**src/rtl/ilv2_block_sched.sv**
```systemverilog
// ilv2_block_sched: block-granular round-robin scheduler that shares one
// 2-way interleaver between two FEC lane encoders. A lane is granted for a
// whole block; its words are registered onto the interleaver input with pair
// phase and start-of-block marks, and an owner tag is delayed ILV_LAT cycles
// so the downstream deinterleaver/demux can route recovered words.
//
// Optional feature: define ILV2_SCHED_STATS_EN to add per-lane block counters.
//
// Ports:
//   clk, sclr            clock, synchronous active-high reset
//   a_req/a_din/a_ack    lane A: block ready, word, word consumed
//   b_req/b_din/b_ack    lane B: block ready, word, word consumed
//   ilv_din/ilv_valid    registered word to interleaver and its valid
//   ilv_phase/ilv_sob    pair phase (0 even, 1 odd) and first word of block
//   own_valid/own_out    owner tag (0=A, 1=B) aligned to interleaver output
//   busy                 a block is in progress
//   a_blocks/b_blocks    completed blocks per lane (stats build only)
module ilv2_block_sched #(
   parameter int unsigned WIDTH       = 16,
   parameter int unsigned BLOCK_WORDS = 64,
   parameter int unsigned ILV_LAT     = 2
) (
   input  logic             clk,
   input  logic             sclr,
   input  logic             a_req,
   input  logic [WIDTH-1:0] a_din,
   output logic             a_ack,
   input  logic             b_req,
   input  logic [WIDTH-1:0] b_din,
   output logic             b_ack,
   output logic [WIDTH-1:0] ilv_din,
   output logic             ilv_valid,
   output logic             ilv_phase,
   output logic             ilv_sob,
   output logic             own_valid,
   output logic             own_out,
   output logic             busy
`ifdef ILV2_SCHED_STATS_EN
   ,
   output logic [15:0]      a_blocks,
   output logic [15:0]      b_blocks
`endif
);

   localparam int unsigned CW = $clog2(BLOCK_WORDS);
   localparam logic [CW-1:0] LAST_WORD = CW'(BLOCK_WORDS - 1);

   // Elaboration-time parameter checks
   if (BLOCK_WORDS < 2 || (BLOCK_WORDS % 2) != 0) begin : g_bad_block_words
      $error("ilv2_block_sched: BLOCK_WORDS must be even and >= 2");
   end
   if (ILV_LAT < 1) begin : g_bad_ilv_lat
      $error("ilv2_block_sched: ILV_LAT must be >= 1");
   end

   typedef enum logic [1:0] {IDLE, GNT_A, GNT_B} state_t;

   state_t           state, state_nxt;
   logic [CW-1:0]    wcnt, wcnt_nxt;
   logic             last_own, last_own_nxt;
   logic             a_ack_nxt, b_ack_nxt, busy_nxt;
   logic [WIDTH-1:0] din_nxt;
   logic             valid_nxt, phase_nxt, sob_nxt, own_nxt;
   logic             ilv_own;
   logic [ILV_LAT-1:0] ov_pipe, oo_pipe;

   // Arbitration: a lone requester wins; on a tie the lane that did not own
   // the previous block wins (last_own=1 means B went last, so A wins).
   function automatic state_t arb(input logic a, input logic b, input logic lo);
      state_t s;
      if (a && b)  s = lo ? GNT_A : GNT_B;
      else if (a)  s = GNT_A;
      else if (b)  s = GNT_B;
      else         s = IDLE;
      return s;
   endfunction

   // Next-state and next-output logic
   always_comb begin
      state_nxt    = state;
      wcnt_nxt     = wcnt;
      last_own_nxt = last_own;
      din_nxt      = ilv_din;
      valid_nxt    = 1'b0;
      phase_nxt    = 1'b0;
      sob_nxt      = 1'b0;
      own_nxt      = 1'b0;
      case (state)
         IDLE: begin
            state_nxt = arb(a_req, b_req, last_own);
         end
         GNT_A, GNT_B: begin
            own_nxt   = (state == GNT_B);
            valid_nxt = 1'b1;
            din_nxt   = own_nxt ? b_din : a_din;
            phase_nxt = wcnt[0];
            sob_nxt   = (wcnt == '0);
            if (wcnt == LAST_WORD) begin
               // Re-arbitrate on the last word so a winner follows with no bubble
               wcnt_nxt     = '0;
               last_own_nxt = own_nxt;
               state_nxt    = arb(a_req, b_req, own_nxt);
            end else begin
               wcnt_nxt = wcnt + CW'(1);
            end
         end
         default: begin
            state_nxt = IDLE;
         end
      endcase
      a_ack_nxt = (state_nxt == GNT_A);
      b_ack_nxt = (state_nxt == GNT_B);
      busy_nxt  = (state_nxt != IDLE);
   end

   // State and output registers
   always_ff @(posedge clk) begin
      if (sclr) begin
         state     <= IDLE;
         wcnt      <= '0;
         last_own  <= 1'b1;
         a_ack     <= 1'b0;
         b_ack     <= 1'b0;
         busy      <= 1'b0;
         ilv_din   <= '0;
         ilv_valid <= 1'b0;
         ilv_phase <= 1'b0;
         ilv_sob   <= 1'b0;
         ilv_own   <= 1'b0;
      end else begin
         state     <= state_nxt;
         wcnt      <= wcnt_nxt;
         last_own  <= last_own_nxt;
         a_ack     <= a_ack_nxt;
         b_ack     <= b_ack_nxt;
         busy      <= busy_nxt;
         ilv_din   <= din_nxt;
         ilv_valid <= valid_nxt;
         ilv_phase <= phase_nxt;
         ilv_sob   <= sob_nxt;
         ilv_own   <= own_nxt;
      end
   end

   // Owner tag pipeline, ILV_LAT stages behind the interleaver input register
   always_ff @(posedge clk) begin
      if (sclr) begin
         ov_pipe <= '0;
         oo_pipe <= '0;
      end else begin
         ov_pipe[0] <= ilv_valid;
         oo_pipe[0] <= ilv_own;
         for (int i = 1; i < int'(ILV_LAT); i++) begin
            ov_pipe[i] <= ov_pipe[i-1];
            oo_pipe[i] <= oo_pipe[i-1];
         end
      end
   end

   assign own_valid = ov_pipe[ILV_LAT-1];
   assign own_out   = oo_pipe[ILV_LAT-1];

`ifdef ILV2_SCHED_STATS_EN
   // Per-lane completed-block counters, bumped on each block's last word
   always_ff @(posedge clk) begin
      if (sclr) begin
         a_blocks <= '0;
         b_blocks <= '0;
      end else if (wcnt == LAST_WORD) begin
         if (state == GNT_A) a_blocks <= a_blocks + 16'd1;
         if (state == GNT_B) b_blocks <= b_blocks + 16'd1;
      end
   end
`endif

endmodule
```
**config.mk**
```make
export PLATFORM = sky130hd
export DESIGN_NAME = ilv2_block_sched
export DESIGN_NICKNAME = d
export VERILOG_FILES = /design/src/rtl/ilv2_block_sched.sv
export SDC_FILE = /design/constraint.sdc
export NUM_CORES = 1
export LEC_CHECK = 0
export ABC_AREA = 1
export BUFFER_PORTS_ARGS = -buffer_cell sky130_fd_sc_hd__buf_2
export CAP_MARGIN = 40
export CORE_ASPECT_RATIO = 0.9
export CORE_UTILIZATION = 37
export DETAILED_ROUTE_END_ITERATION = 6
export RECOVER_POWER = 100
export SYNTH_ARGS = -nofsm -noshare
export SYNTH_HDL_FRONTEND = slang
export SYNTH_SLANG_ARGS = --single-unit
```
**constraint.sdc**
```tcl
create_clock -name clk -period 2.15 [get_ports clk]
set_input_delay 0.215 -clock clk [delete_from_list [all_inputs] [get_ports clk]]
set_output_delay 0.215 -clock clk [all_outputs]
set_load 0.03 [all_outputs]
```
==> metrics.yaml <==
outcome:
  status: "finished, final reports clean"
yosys:
  synth_edf_count: 0
  yosys_register_bits: 36
  ys_warn_count: 0
  synth_top_cell_area_share_pct: 48.9
  syn_inst: 193
  ys_async_sr_fraction_pct: 0
  ys.flop_type: "dfxtp_1"
  ys_types: 17
  syn_area_um2: 1470
  synth_most_common_cell: "nand2_1"
  synth_seq_area_share_pct: 48.9
  synth_area_leader_cell: "dfxtp_1"
  synth.area.top_cells: "dfxtp_1 (49%), a21oi_1 (12%), nand2_1 (10%)"
  syn_nets: 234
  synth_common_cells: "nand2_1 (40), dfxtp_1 (36), a21oi_1 (35)"
  syn_avg_cell_area_um2: 7.64
setup_path:
  required_ps: 2330
  crit_path_start_kind: "flop"
  r2r_slack_ps: 490
  crit_top_cell: "inv_1"
  cp_slowest_cell: "dfxtp_1"
  crit_fanout: 20
  reg2reg_from: "state[1]"
  cp-endpoint: "ilv_sob"
  crit_path_cell_trace: "inv_1 > ha_1 > inv_1 > nor2_1 > clkinv_1 > nor4_1"
  crit_type: "flop to flop"
  crit_family: "simple AND/OR/NAND/NOR gates"
  cp.depth: 6
  startpoint: "state[1]"
  path_buf_inv: 3
  timing.rr.end: "ilv_sob"
  slowest_delay_ps: 370
  reg2reg_depth: 6
  critPathCaptureType: "flop"
  worstPathArrival_ps: 1850
drt:
  viasPerCell: 4.76
  wirelength_um: 3270
  dr.pass1.iters: 5
  vias: 1413
  post_drt_wl_per_cell_um: 11.0
  route.detailed.drc: 0
  ant_nets: 0
  drt_iter0_drc: 36
layout:
  diodes: 0
  fin_nets: 292
  drive_gt1_share_pct: 18.3
  syn2layout_area_growth_pct: 25.2
sta:
  worstMarginPinSlew_ps: 587
  setup-tns-final_ps: 0
  layout_min_cycle_time_ps: 1660
  hold_viol: 0
  rsz0062_at_grt: "no"
  maxSlewHeadroom_pct: 60.8
  max_freq_mhz: 601
  min_period_over_period_pct: 77.4
  drv_slew: 0
  finalSetupViolCount: 0
  fin_skew_ps: 7.28
cts:
  clk_latency_ps: 280
  cts_tree: "done"
  clock_path_buffers: 2
  clkSlewWorstSetupHoldPaths_ps: 70
  hold_buffers: 0
  cts_setup_buffers: 0
  cts_resized: 0
  htree_num_levels: 2
  numCtsBuffers: 5
  clock-root-buffer: "clkbuf_8"
  clock-sinks: 36
pwr:
  peakVddDrop_v: 0.000459
  cellPowerDensity_nw_per_um2: 859
  p_leak_nw: 0.880
  finalPower_w: 0.00159
floorplan:
  num_io_pins: 60
  dieHeight_um: 61.9
  start_util_pct: 39.2
  core_um2: 3760
  die_w_um: 68.5
  die_area_um2: 4240
  rows: 21
grt:
  grt_first_pass_wirelength_um: 5470
  antenna_found_initial: 0
  first_global_vias: 1296
  grt_start_max_net_pins: 22
  grt-ovfl-total: 0
  grt_use_total_pct: 17.6
flow_run:
  drv_cap: 0
worst_hold_path:
  hp-class: "input port to flop"
placed_design:
  place.gp.congestion: 0.750
  io_buffers: 59
  dp_hpwl_um: 2290
sequential cells by signal (all words and copies together), names as in the netlist:
register / count
a_ack: 1
b_ack: 1
busy: 1
ilv_din: 16
ilv_own: 1
ilv_phase: 1
ilv_sob: 1
ilv_valid: 1
last_own: 1
oo_pipe: 2
ov_pipe: 2
state: 2
wcnt: 6
where the power goes:
| group | internal [W] | switching [W] |
|---|---|---|
| sequential | 0.000725 | 0.0000274 |
| clock | 0.000285 | 0.000224 |
| combinational | 0.0000964 | 0.000229 |
placed cells by master, fill, tap and decap left out, types with 2 or more instances in the layout:
master    count
nand3_1       6
nor2_1       16
buf_2        35
ha_1          5
dfxtp_1      36
a21oi_1      35
clkbuf_1     24
o21ai_0      19
nand2_1      40
o211ai_1      2
clkbuf_8      7
inv_1        17
layer usage:
| layer | vias to the layer above | wire length, um | GRT usage [%] |
|---|---|---|---|
| li1 | 743 | - | - |
| met1 | 621 | 1500 | 21.6 |
| met2 | 45 | 1530 | 28.7 |
| met3 | 4 | 201 | 6.02 |
| met4 | 0 | 32 | 6.25 |
| met5 | - | 0 | 0 |
kinds of logic after synthesis:
| family | count (synthesis) | synth area share (%) |
|---|---|---|
| DFF | 36 | 48.9 |
| xor gates and xnor gates | 1 | 0.594 |
| adders and majority gates | 5 | 4.24 |
| buffers and inverters | 29 | 8.57 |
| and+or+nand+nor | 66 | 18.3 |
| AOI/OAI and AO/OA | 56 | 19.4 |
worst min-delay path by stage:
stage | slack (ps) | endpoint | from | depth (start not counted)
2_1_floorplan | 360 | ilv_din[0] | a_din[0] | 2
5_1_grt | 180 | ilv_din[9] | a_din[9] | 3
6_report | 180 | ilv_din[13] | a_din[13] | 3
3_3_place_gp | 390 | oo_pipe[1] | oo_pipe[0] | 2
4_1_cts | 180 | ilv_din[1] | a_din[1] | 3
3_5_place_dp | 390 | ov_pipe[1] | ov_pipe[0] | 2
area by class of cell:
cell class	instances	area, um^2
clock buffers	7	96.3
fillers	395	1910
inverters	19	71.3
multi-input cells	128	622
flip-flops and latches	36	721
well taps	46	57.6
repair buffers	61	278
worst register-to-register path, cell delays in order, from the launching register on:
cell,delay [ps]
dfxtp_1,370
inv_1,70
ha_1,310
inv_1,260
nor2_1,220
clkinv_1,110
nor4_1,230
per-stage QoR:
step	setup slack [ps]	utilization (%)	hold WS [ps]	std cells	area (um^2)
6_report	487	49.1	184	297	1850
3_3_place_gp	653	47.6	388	290	1790
2_1_floorplan	797	-	360	193	1470
4_1_cts	592	50.1	177	297	1880
3_5_place_dp	592	47.6	393	290	1790
5_1_grt	349	49.1	181	297	1850
No activity file was read; power rests on OpenSTA's default activity.
